**src/rtl/arith_pkg.sv**
```systemverilog
// arith_pkg: shared arithmetic constants and segment-count helper
// for the segmented adder family.
package arith_pkg;

    localparam logic ADD = 1'b0;
    localparam logic SUB = 1'b1;

    // Returns 0 when WIDTH is not a whole number of segments so callers can reject it.
    function automatic int calc_nseg(input int width, input int seg_w);
        return (seg_w > 0 && width % seg_w == 0) ? width / seg_w : 0;
    endfunction

endpackage

```
**src/rtl/adder_seg_stage.sv**
```systemverilog
// adder_seg_stage: one SEG_W-bit slice of the segmented adder with carry,
// skew and valid registers; operands arrive LSB-aligned on the current segment.
module adder_seg_stage #(
    parameter int SEG_W = 8,
    parameter int UP_W  = 24
) (
    input  logic                  clk,
    input  logic                  rst,
    input  logic                  i_en,
    input  logic                  i_valid,
    input  logic [SEG_W+UP_W-1:0] i_a,
    input  logic [SEG_W+UP_W-1:0] i_b,
    input  logic                  i_c,
    output logic                  o_valid,
    output logic [SEG_W+UP_W-1:0] o_a,
    output logic [SEG_W+UP_W-1:0] o_b,
    output logic                  o_c,
    output logic                  o_cm
);
    localparam int W = SEG_W + UP_W;

    logic [SEG_W:0] w_sum;
    logic           w_cm;
    logic           r_v;
    logic [W-1:0]   r_a;
    logic [W-1:0]   r_b;
    logic           r_c;
    logic           r_cm;

    assign w_sum = {1'b0, i_a[SEG_W-1:0]} + {1'b0, i_b[SEG_W-1:0]} + {{SEG_W{1'b0}}, i_c};
    assign w_cm  = i_a[SEG_W-1] ^ i_b[SEG_W-1] ^ w_sum[SEG_W-1];

    // The sum segment enters at the top of r_a while unprocessed a shifts down,
    // so after the last stage r_a holds the full result in bit order.
    always_ff @(posedge clk) begin
        if (rst) begin
            r_v  <= 1'b0;
            r_a  <= '0;
            r_b  <= '0;
            r_c  <= 1'b0;
            r_cm <= 1'b0;
        end else if (i_en) begin
            r_v  <= i_valid;
            r_a  <= (i_a >> SEG_W) | (W'(w_sum[SEG_W-1:0]) << UP_W);
            r_b  <= i_b >> SEG_W;
            r_c  <= w_sum[SEG_W];
            r_cm <= w_cm;
        end
    end

    assign o_valid = r_v;
    assign o_a     = r_a;
    assign o_b     = r_b;
    assign o_c     = r_c;
    assign o_cm    = r_cm;

endmodule

```
**src/rtl/pipelined_adder_seg.sv**
```systemverilog
// pipelined_adder_seg: segmented pipelined add/sub with valid/ready flow control,
// one segment resolved per stage, NSEG-cycle latency.
module pipelined_adder_seg
    import arith_pkg::*;
#(
    parameter int WIDTH = 32,
    parameter int SEG_W = 8
) (
    input  logic             clk,
    input  logic             rst,
    input  logic             in_valid,
    output logic             in_ready,
    input  logic [WIDTH-1:0] a,
    input  logic [WIDTH-1:0] b,
    input  logic             cin,
    input  logic             sub,
    output logic             out_valid,
    input  logic             out_ready,
    output logic [WIDTH-1:0] s,
    output logic             cout,
    output logic             ovf
);
    localparam int NSEG = calc_nseg(WIDTH, SEG_W);

    if (NSEG == 0) begin : g_bad_width
        $fatal(1, "pipelined_adder_seg: WIDTH must be a nonzero multiple of SEG_W");
    end

    logic             w_adv;
    logic             w_v [NSEG+1];
    logic             w_c [NSEG+1];
    logic             w_m [NSEG+1];
    logic [WIDTH-1:0] w_a [NSEG+1];
    logic [WIDTH-1:0] w_b [NSEG+1];

    // Whole pipe advances together; a stalled output freezes every stage.
    assign w_adv    = ~out_valid | out_ready;
    assign in_ready = w_adv;
    assign w_v[0]   = in_valid & w_adv;
    assign w_a[0]   = a;
    assign w_b[0]   = (sub == ADD) ? b : ~b;
    assign w_c[0]   = (sub == SUB) ? ~cin : cin;
    assign w_m[0]   = 1'b0;

    for (genvar k = 0; k < NSEG; k++) begin : g_st
        adder_seg_stage #(
            .SEG_W(SEG_W),
            .UP_W (WIDTH - SEG_W)
        ) u_stage (
            .clk    (clk),
            .rst    (rst),
            .i_en   (w_adv),
            .i_valid(w_v[k]),
            .i_a    (w_a[k]),
            .i_b    (w_b[k]),
            .i_c    (w_c[k]),
            .o_valid(w_v[k+1]),
            .o_a    (w_a[k+1]),
            .o_b    (w_b[k+1]),
            .o_c    (w_c[k+1]),
            .o_cm   (w_m[k+1])
        );
    end

    assign out_valid = w_v[NSEG];
    assign s         = w_a[NSEG];
    assign cout      = w_c[NSEG];
    assign ovf       = w_c[NSEG] ^ w_m[NSEG];

endmodule
```
**config.mk**
```make
export PLATFORM = sky130hd
export DESIGN_NAME = pipelined_adder_seg
export DESIGN_NICKNAME = d
export VERILOG_FILES = /design/src/rtl/arith_pkg.sv /design/src/rtl/adder_seg_stage.sv /design/src/rtl/pipelined_adder_seg.sv
export SDC_FILE = /design/constraint.sdc
export NUM_CORES = 1
export LEC_CHECK = 0
export ABC_AREA = 1
export CORE_MARGIN = 8
export CORE_UTILIZATION = 40
export DETAILED_ROUTE_END_ITERATION = 16
export GPL_ROUTABILITY_DRIVEN = 0
export PLACE_DENSITY = 0.63
export RECOVER_POWER = 100
export SYNTH_ARGS = -nofsm -noshare
export SYNTH_HDL_FRONTEND = slang
export SYNTH_SLANG_ARGS = --single-unit
```
**constraint.sdc**
```tcl
create_clock -name clk -period 3.2 [get_ports clk]
set_clock_uncertainty 0.2 [all_clocks]
set_input_delay 0.64 -clock clk [delete_from_list [all_inputs] [get_ports clk]]
set_output_delay 0.64 -clock clk [all_outputs]
set_load 0.05 [all_outputs]
```
# Word-level counts from Yosys, hierarchy flattened
# Index checks and enable logic that the tools add are counted.
[word_totals] mem_bits_ro=0 latch_bits=0 out_inout_bits=36 wordCells=38 n_memories=0 mem_bits_rw=0 reg_bits=185
[classes] n_eq_ne=0 shift=0 reduce_logical=0 multipliers=0 div_mod_pow=0 n_mux=2 bitwise_logic=12 add_sub_neg=8 order_cmp=0
[ops] op="24-bit by 32-bit bitwise OR with 32-bit output" count=4
[ops] op="8-bit by 8-bit adder with 9-bit output" count=4
[ops] op="9-bit by 1-bit adder with 9-bit output" count=4
[ops] op="32-bit two-way mux" count=1
[ops] op="32-bit NOT" count=1
[ops] op="1-bit bitwise XOR" count=3
[ops] op="1-bit NOT" count=2
[ops] op="1-bit bitwise AND" count=1
[ops] op="1-bit two-way mux" count=1
[ops] op="1-bit bitwise OR" count=1

# Depth between registers and ports, before layout
# Gate-level depths: netlist of the first run.
[depth] ltp_word=5 ltp_mapped=13 depth_no_buf=11

# Hierarchy
# Synthesis of the first run repeated with hierarchy kept, for this count alone.
[unflattened] cells_unflattened=1459 hier_area_um2=10679.0
[by_module_without_submodules] module="adder_seg_stage (g_st[2].u_stage ...)" n_inst=2 cells_each=328 area_per_inst_um2=2488.6 seq_area_each_um2=1181.1
[by_module_without_submodules] module="adder_seg_stage (g_st[0].u_stage)" n_inst=1 cells_each=327 area_per_inst_um2=2496.1 seq_area_each_um2=1181.1
[by_module_without_submodules] module="adder_seg_stage (g_st[1].u_stage)" n_inst=1 cells_each=328 area_per_inst_um2=2494.9 seq_area_each_um2=1181.1
[by_module_without_submodules] module="pipelined_adder_seg" n_inst=1 cells_each=148 area_per_inst_um2=710.7 seq_area_each_um2=0.0

# Worst setup path before layout of the first run
# Ideal clock, no wire load.
[synth_path] path_type="input -> register" from="input sub" to="register g_st[0].u_stage.r_a[28]" t_arrival_ns=2.236 n_path_buf=2 setup_slack_ns=0.650 stages=11 setup_ns=0.114 required_time_ns=2.886 cell_sequence="buf_4 -> buf_4 -> xnor2_1 -> fa_1 -> inv_1 -> fa_1 -> nand2_1 -> nand2_1 -> xor2_1 -> o21bai_1 -> inv_1"
[synth_via] elab_chain_cells=4
[synth_lines] item="start: declaration" line_no="pipelined_adder_seg.sv:16" rtl="input logic sub,"
[synth_lines] item="32-bit two-way mux" line_no="pipelined_adder_seg.sv:41" rtl="assign w_b[0] = (sub == ADD) ? b : ~b;"
[synth_lines] item="8-bit by 8-bit adder with 9-bit output" line_no="adder_seg_stage.sv:30" rtl="assign w_sum = {1'b0, i_a[SEG_W-1:0]} + {1'b0, i_b[SEG_W-1:0]} + {{SEG_W{1'b0}}, i_c};"
[synth_lines] item="9-bit by 1-bit adder with 9-bit output (*)" line_no="adder_seg_stage.sv:30"
[synth_lines] item="24-bit by 32-bit bitwise OR with 32-bit output (*)" line_no="adder_seg_stage.sv:44" rtl="r_a <= (i_a >> SEG_W) | (W'(w_sum[SEG_W-1:0]) << UP_W);"
[synth_lines] item="end signal: assignment" line_no="adder_seg_stage.sv:44"
[synth_lines] item="end: declaration" line_no="adder_seg_stage.sv:25" rtl="logic [W-1:0] r_a;"
# Mark *: on every way between the ends. The rest lies on a longest branch, timed or not.
# A chain may end at the register's enable or synchronous reset.

# Worst setup path after layout of the first run
[layout_path] from="input out_ready" to="output in_ready"
[layout_via] elab_chain_cells=1
[layout_lines] item="start: declaration" line_no="pipelined_adder_seg.sv:18" rtl="input logic out_ready,"
[layout_lines] item="1-bit bitwise OR" line_no="pipelined_adder_seg.sv:37" rtl="assign w_adv = ~out_valid | out_ready;"
[layout_lines] item="end: declaration" line_no="pipelined_adder_seg.sv:12" rtl="output logic in_ready,"
# No other way between the ends.

==> results of run 1 <==
-- worst reg2reg max path, cell delays in order, from the launching register on --
cell      delay, ns
dfxtp_1        0.32
inv_1          0.06
nor2_4         0.10
clkbuf_4       0.97
o21ai_0        0.36
nor2_1         0.15
-- per-layer routing --
metal / vias to the layer above / global-route usage / share of wire
li1: 3609 / - / -
met1: 2955 / 0.193 / 0.53
met2: 112 / 0.210 / 0.42
met3: 15 / 0.0379 / 0.039
met4: 0 / 0.0370 / 0.0099
met5: - / 0 / 0
-- final cells by class --
type | instances | area (um2) | share of cell area
multi-input cells | 746 | 3830 | 0.383
flip-flops and latches | 185 | 3700 | 0.370
repair buffers | 115 | 1180 | 0.118
clock buffers | 19 | 453 | 0.0452
inverters | 92 | 345 | 0.0345
well taps | 275 | 344 | 0.0344
clock inverters | 12 | 149 | 0.0149
-- logic make-up after synthesis --
kind of cell / synth area share
AO/OA/AOI/OAI: 0.146
XOR/XNOR: 0.0483
adder cells (fa/ha/maj): 0.0613
buffers and inverters: 0.0953
flip-flops: 0.444
AND/OR/NAND/NOR: 0.205
-- cells in the final DEF, fill, tap and decap left out --
cell type        netlist  routed
o21a_1                 4       4
inv_1                 90      92
nor2_1               264     264
o21ai_1               34       6
buf_4                  5       5
xnor2_1               28      28
o21ai_0              144     172
nand3b_1               2       2
nand2_1              104     104
nor2_4                 1       1
clkinvlp_4             0       1
inv_6                  0       1
nand4_1                4       4
clkinv_2               0       5
clkdlybuf4s50_1        0      67
o21bai_1               7       7
dlygate4sd3_1          0      36
buf_12                 0       5
a21oi_1               48      48
or2_0                  6       6
or2_2                  1       1
fa_1                   8       8
bufinv_16              0       3
clkinv_4               0       2
clkbuf_8               0       2
xor2_1                18      18
ha_1                  28      28
nand3_1               43      43
dfxtp_1              185     185
clkbuf_4               2       1
buf_2                 18       1
nand3_2                1       1
or2_1                  1       1
clkbuf_16              0      17
-- flip-flops by register name (all words and copies together) (netlist names) --
| signal | count |
|---|---|
| g_st.u_stage.o_a | 128 |
| g_st.u_stage.o_b | 48 |
| g_st.u_stage.o_c | 4 |
| g_st.u_stage.o_cm | 1 |
| g_st.u_stage.o_valid | 4 |
-- power by group through the flow --
stage          sequential (mW)  combinational, mW  clock (mW)
2_1_floorplan             2.70              0.460           0
3_3_place_gp              2.63              0.782           0
3_5_place_dp              2.63              0.791           0
4_1_cts                   2.58              0.796        2.18
5_1_grt                   2.60              0.876        2.28
6_report                  2.58              0.773        2.12
-- how the worst min path moves through the flow --
stage / slack (ns) / endpoint / cells after the start / start
after floorplan: 0.24 / g_st[3].u_stage.o_valid / 2 / g_st[2].u_stage.o_valid
after global placement: 0.26 / g_st[1].u_stage.o_a[16] / 2 / g_st[1].u_stage.o_a[16]
after detailed placement: 0.27 / g_st[0].u_stage.o_a[21] / 2 / g_st[0].u_stage.o_a[21]
after CTS: 0.28 / g_st[0].u_stage.o_a[21] / 2 / g_st[0].u_stage.o_a[21]
after global routing: 0.29 / g_st[3].u_stage.o_a[7] / 2 / g_st[3].u_stage.o_a[7]
final: 0.27 / g_st[2].u_stage.o_a[8] / 2 / g_st[2].u_stage.o_a[8]
-- metrics by stage --
step / std cells / area [um2] / power (mW) / hold slack (ns)
after floorplan: 1087 / 8330 / 3.16 / 0.241
after global placement: 1413 / 9430 / 3.41 / 0.256
after detailed placement: 1413 / 9430 / 3.42 / 0.266
after CTS: 1444 / 10000 / 5.56 / 0.282
after global routing: 1444 / 10000 / 5.76 / 0.295
final: 1444 / 10000 / 5.47 / 0.275
==> results_dict.tcl, run 1 <==
set metrics [dict create \
    r2r_slack_ns 0.98 \
    grt_antenna_before_repair 0 \
    criticalPathCategory "in -> out" \
    dp_worst_setup_slack_ns 0.464 \
    h-tree-depth 4 \
    endpoint "in_ready" \
    dieArea_um2 25700 \
    tns_ns 0 \
    wl_um 17600 \
    crit_fanout 17 \
    slew_violations 0 \
    overflow 0 \
    start_util 0.401 \
    grt_pass1_wl_um 30200 \
    crit_path_start_kind "primary input" \
    period_share 0.862 \
    fill_cells 2100 \
    wire_per_inst_um 12.2 \
    nNetsFinal 1263 \
    yosys_register_bits 185 \
    r2r-end "g_st[2].u_stage.o_a[15]" \
    max_freq_mhz 362 \
    syn-num-nets 1193 \
    swShare 0.255 \
    worstPathArrival_ns 1.92 \
    viasPerCell 4.63 \
    clk_pin_slew_worst_paths_ns 0.06 \
    yosysTopAreaCell "dfxtp_1" \
    synth.most_common_cell "nor2_1" \
    synth_flop_cell "dfxtp_1" \
    finalHoldViolCount 0 \
    fin_util 0.482 \
    end_kind "primary output" \
    io_pins 106 \
    rr_startpoint "g_st[3].u_stage.o_valid" \
    post_cts_resized 0 \
    postCtsSetupRepairBufs 0 \
    cpPeakStageDelay_ns 0.50 \
    insertion_delay_ns 0.42 \
    status "finished clean" \
    netlist_instances 1087 \
    area_growth_syn_to_layout_pct 20.1 \
    vias 6691 \
    timing.slew.headroom 0.122 \
    p_clk_frac 0.388 \
    worstPathRequired_ns 2.36 \
    yosys-top-cells-area "dfxtp_1 44%, nor2_1 12%, o21ai_0 8.6%" \
    seq_power_share 0.471 \
    power_switching_mw 1.40 \
    yosys_warnings 0 \
    drt_first_pass_iters 5 \
    leakage_nw 5.01 \
    crit_family "buffers and inverters" \
    hold_buffers 0 \
    async_flop_share 0 \
    drc 0 \
    synth.cell_area_um2 8330 \
    grt_pass1_vias 6270 \
    cp-startpoint "out_ready" \
    combinationalPowerShare 0.141 \
    root_buffer "clkbuf_16" \
    yosysUniqueCellTypes 28 \
    drive_gt1_frac 0.0393 \
    synthTopCellsByCount "264 x nor2_1, 185 x dfxtp_1, 144 x o21ai_0" \
    synth.avg_cell_area_um2 7.67 \
    final-setup-viol-count 0 \
    r2r_cells 5 \
    drv_cap 0 \
    ctsLongestPathBuffers 2 \
    cts_buffers 17 \
    fp.dieW_um 160 \
    peakVddDrop_mv 0.358 \
    fp.coreArea_um2 20800 \
    rsz0062_at_grt "false" \
    path_cells "clkdlybuf4s50_1, nor2_4, inv_1, buf_12" \
    hold_path.class "reg -> reg" \
    path_buf_inv 3 \
    dp_hpwl_um 12300 \
    min_period_ns 2.76 \
    synth_top_area_share 0.444 \
    critPathSlowestCell "clkdlybuf4s50_1" \
    io_buffers 105 \
    cts.sinks 185 \
    yosysSeqAreaShare 0.444 \
    synth_enable_flop_cells 0 \
    postRouteAntennaNets 0 \
    cell_internal_pwr_mw 4.08 \
    num_rows 53 \
    antenna_cells 0 \
    dr.first_iter.drc_count 363 \
    p_per_area_nw_per_um2 547 \
    cts_tree "built" \
    cp.depth 4 \
    worst_pin_slew_ns 1.32 \
    worst_slack_ns 0.441 \
    gr-usage-all-layers 0.140 \
    die_y_um 160 \
    grt_max_degree 140 \
]
(Power assumes the default switching activity.)
==> run 2: changes to the inputs <==
--- a/config.mk
+++ b/config.mk
@@ -9,8 +9,9 @@
 export CORE_MARGIN = 8
 export CORE_UTILIZATION = 40
 export DETAILED_ROUTE_END_ITERATION = 16
+export DONT_BUFFER_PORTS = 1
 export GPL_ROUTABILITY_DRIVEN = 0
-export PLACE_DENSITY = 0.63
+export PLACE_DENSITY = 0.56
 export RECOVER_POWER = 100
 export SYNTH_ARGS = -nofsm -noshare
 export SYNTH_HDL_FRONTEND = slang
==> run 2 against run 1 <==
  * Maximum frequency grew 0.25%
  * Largest cell class unchanged
  * Global-route usage is 0.14 points higher
  * Register-to-register slack lost 0.44 ns
  * Critical endpoint unchanged
  * Via count decreased by 6.3%
  * Clock power about the same
  * Power shrank 3.1%
  * Final cell count shrank 7.2%
  * Wire length is 0.27% lower
  * Core utilization down 5.2 points
  * Critical path depth fell by 1
  * Non-clock buffer count fell by 105
  * Critical path type is now reg -> out
  * Die area is the same
==> results_dict.tcl, run 2 (synthesis results as in run 1) <==
set metrics [dict create \
    drc 0 \
    overflow 0 \
    h-tree-depth 4 \
    period_share 0.860 \
    insertion_delay_ns 0.42 \
    timing.slew.headroom 0.435 \
    dr.first_iter.drc_count 263 \
    antenna_cells 0 \
    worstPathArrival_ns 1.91 \
    power_switching_mw 1.38 \
    drv_cap 0 \
    finalHoldViolCount 0 \
    area_growth_syn_to_layout_pct 7.25 \
    max_freq_mhz 363 \
    cell_internal_pwr_mw 3.92 \
    cts.sinks 185 \
    clk_pin_slew_worst_paths_ns 0.07 \
    wl_um 17600 \
    wl_met3_um 911 \
    slew_violations 0 \
    postRouteAntennaNets 0 \
    crit_fanout 77 \
    root_buffer "clkbuf_16" \
    start_util 0.401 \
    nNetsFinal 1158 \
    fp.dieW_um 160 \
    hold_buffers 0 \
    p_clk_frac 0.396 \
    io_pins 106 \
    final_common_cell "nor2_1" \
    dr.max_layer_used "met4" \
    dp_hpwl_um 12000 \
    ctsLongestPathBuffers 2 \
    seq_power_share 0.505 \
    min_period_ns 2.75 \
    grt_max_degree 140 \
    final-setup-viol-count 0 \
    r2r_slack_ns 0.54 \
    crit_path_start_kind "register" \
    grt_pass1_wl_um 30000 \
    grt_pass1_vias 5952 \
    die_y_um 160 \
    leakage_nw 4.47 \
    rsz0062_at_grt "false" \
    drt-met1-wl_um 9040 \
    combinationalPowerShare 0.099 \
    drt_first_pass_iters 4 \
    p_per_area_nw_per_um2 593 \
    end_kind "primary output" \
    status "finished clean" \
    viasPerCell 4.68 \
    worstPathRequired_ns 2.36 \
    wire_per_inst_um 13.1 \
    dieArea_um2 25700 \
    met2_length_um 7430 \
    gr-usage-all-layers 0.141 \
    num_rows 53 \
    cts_tree "built" \
    peakVddDrop_mv 0.343 \
    whs_ns 0.0783 \
    hold_path.class "in -> reg" \
    cts_buffers 17 \
    tns_ns 0 \
    largest_reg_flops 128 \
    swShare 0.260 \
    fill_cells 2174 \
    drive_gt1_frac 0.0366 \
    criticalPathCategory "reg -> out" \
    vias 6272 \
    post_cts_resized 0 \
    postCtsSetupRepairBufs 0 \
    layout_common_cells "265 x nor2_1, 185 x dfxtp_1, 165 x o21ai_0" \
    worst_pin_slew_ns 0.848 \
    fp.coreArea_um2 20800 \
    grt_antenna_before_repair 0 \
    io_buffers 0 \
]
==> run 2: changes by cell type in the layout (fill, tap and decap cells not counted), moves of 2 or more <==
cell | before | now
inv_1 | 92 | 90
dlygate4sd3_1 | 36 | 0
clkbuf_1 | 0 | 7
o21ai_0 | 172 | 165
buf_4 | 5 | 0
o21ai_1 | 6 | 13
clkdlybuf4s50_1 | 67 | 0
==> run 2: area by class of cell <==
type	count	area, um2	share of cell area
Clock buffer	22	474	0.0531
Clock inverter	10	116	0.0130
Inverter	92	353	0.0395
Multi-Input combinational cell	746	3830	0.428
Sequential cell	185	3700	0.414
Tap cell	275	344	0.0385
Timing Repair Buffer	10	119	0.0133
==> run 2: power by group through the flow <==
| stage | clock (mW) | sequential, mW | combinational (mW) |
|---|---|---|---|
| 2_1_floorplan | 0 | 2.70 | 0.460 |
| 3_3_place_gp | 0 | 2.73 | 0.532 |
| 3_5_place_dp | 0 | 2.73 | 0.537 |
| 4_1_cts | 2.17 | 2.68 | 0.540 |
| 5_1_grt | 2.26 | 2.70 | 0.626 |
| 6_report | 2.10 | 2.68 | 0.526 |
==> run 2: metrics by stage <==
step | cells | cell area, um2 | power (mW) | utilization | setup slack, ns
6_report | 1340 | 8940 | 5.30 | 0.431 | 0.448
5_1_grt | 1340 | 8940 | 5.59 | 0.431 | 0.287
4_1_cts | 1340 | 8960 | 5.39 | 0.432 | 0.632
3_5_place_dp | 1308 | 8370 | 3.27 | 0.403 | 0.894
3_3_place_gp | 1308 | 8370 | 3.26 | 0.403 | 0.903
2_1_floorplan | 1087 | 8330 | 3.16 | - | 0.650
==> run 2: worst paths after layout <==
path | from | to | cells after the start
min | rst | g_st[3].u_stage.o_valid | 1
max reg2reg | g_st[3].u_stage.o_valid | g_st[1].u_stage.o_a[31] | 8
max | g_st[3].u_stage.o_valid | in_ready | 3
min reg2reg | g_st[2].u_stage.o_valid | g_st[3].u_stage.o_valid | 2
==> run 2: worst max-delay path: stages, from the launching register on <==
cell     delay [ns]
dfxtp_1        0.64
inv_1          0.08
nor2_1         0.38
inv_6          0.35
==> run 2: routing by layer <==
layer | vias to the layer above | global-route usage
met4 | 0 | 0.0382
met2 | 86 | 0.209
met3 | 13 | 0.0468
met5 | - | 0
li1 | 3410 | -
met1 | 2763 | 0.193
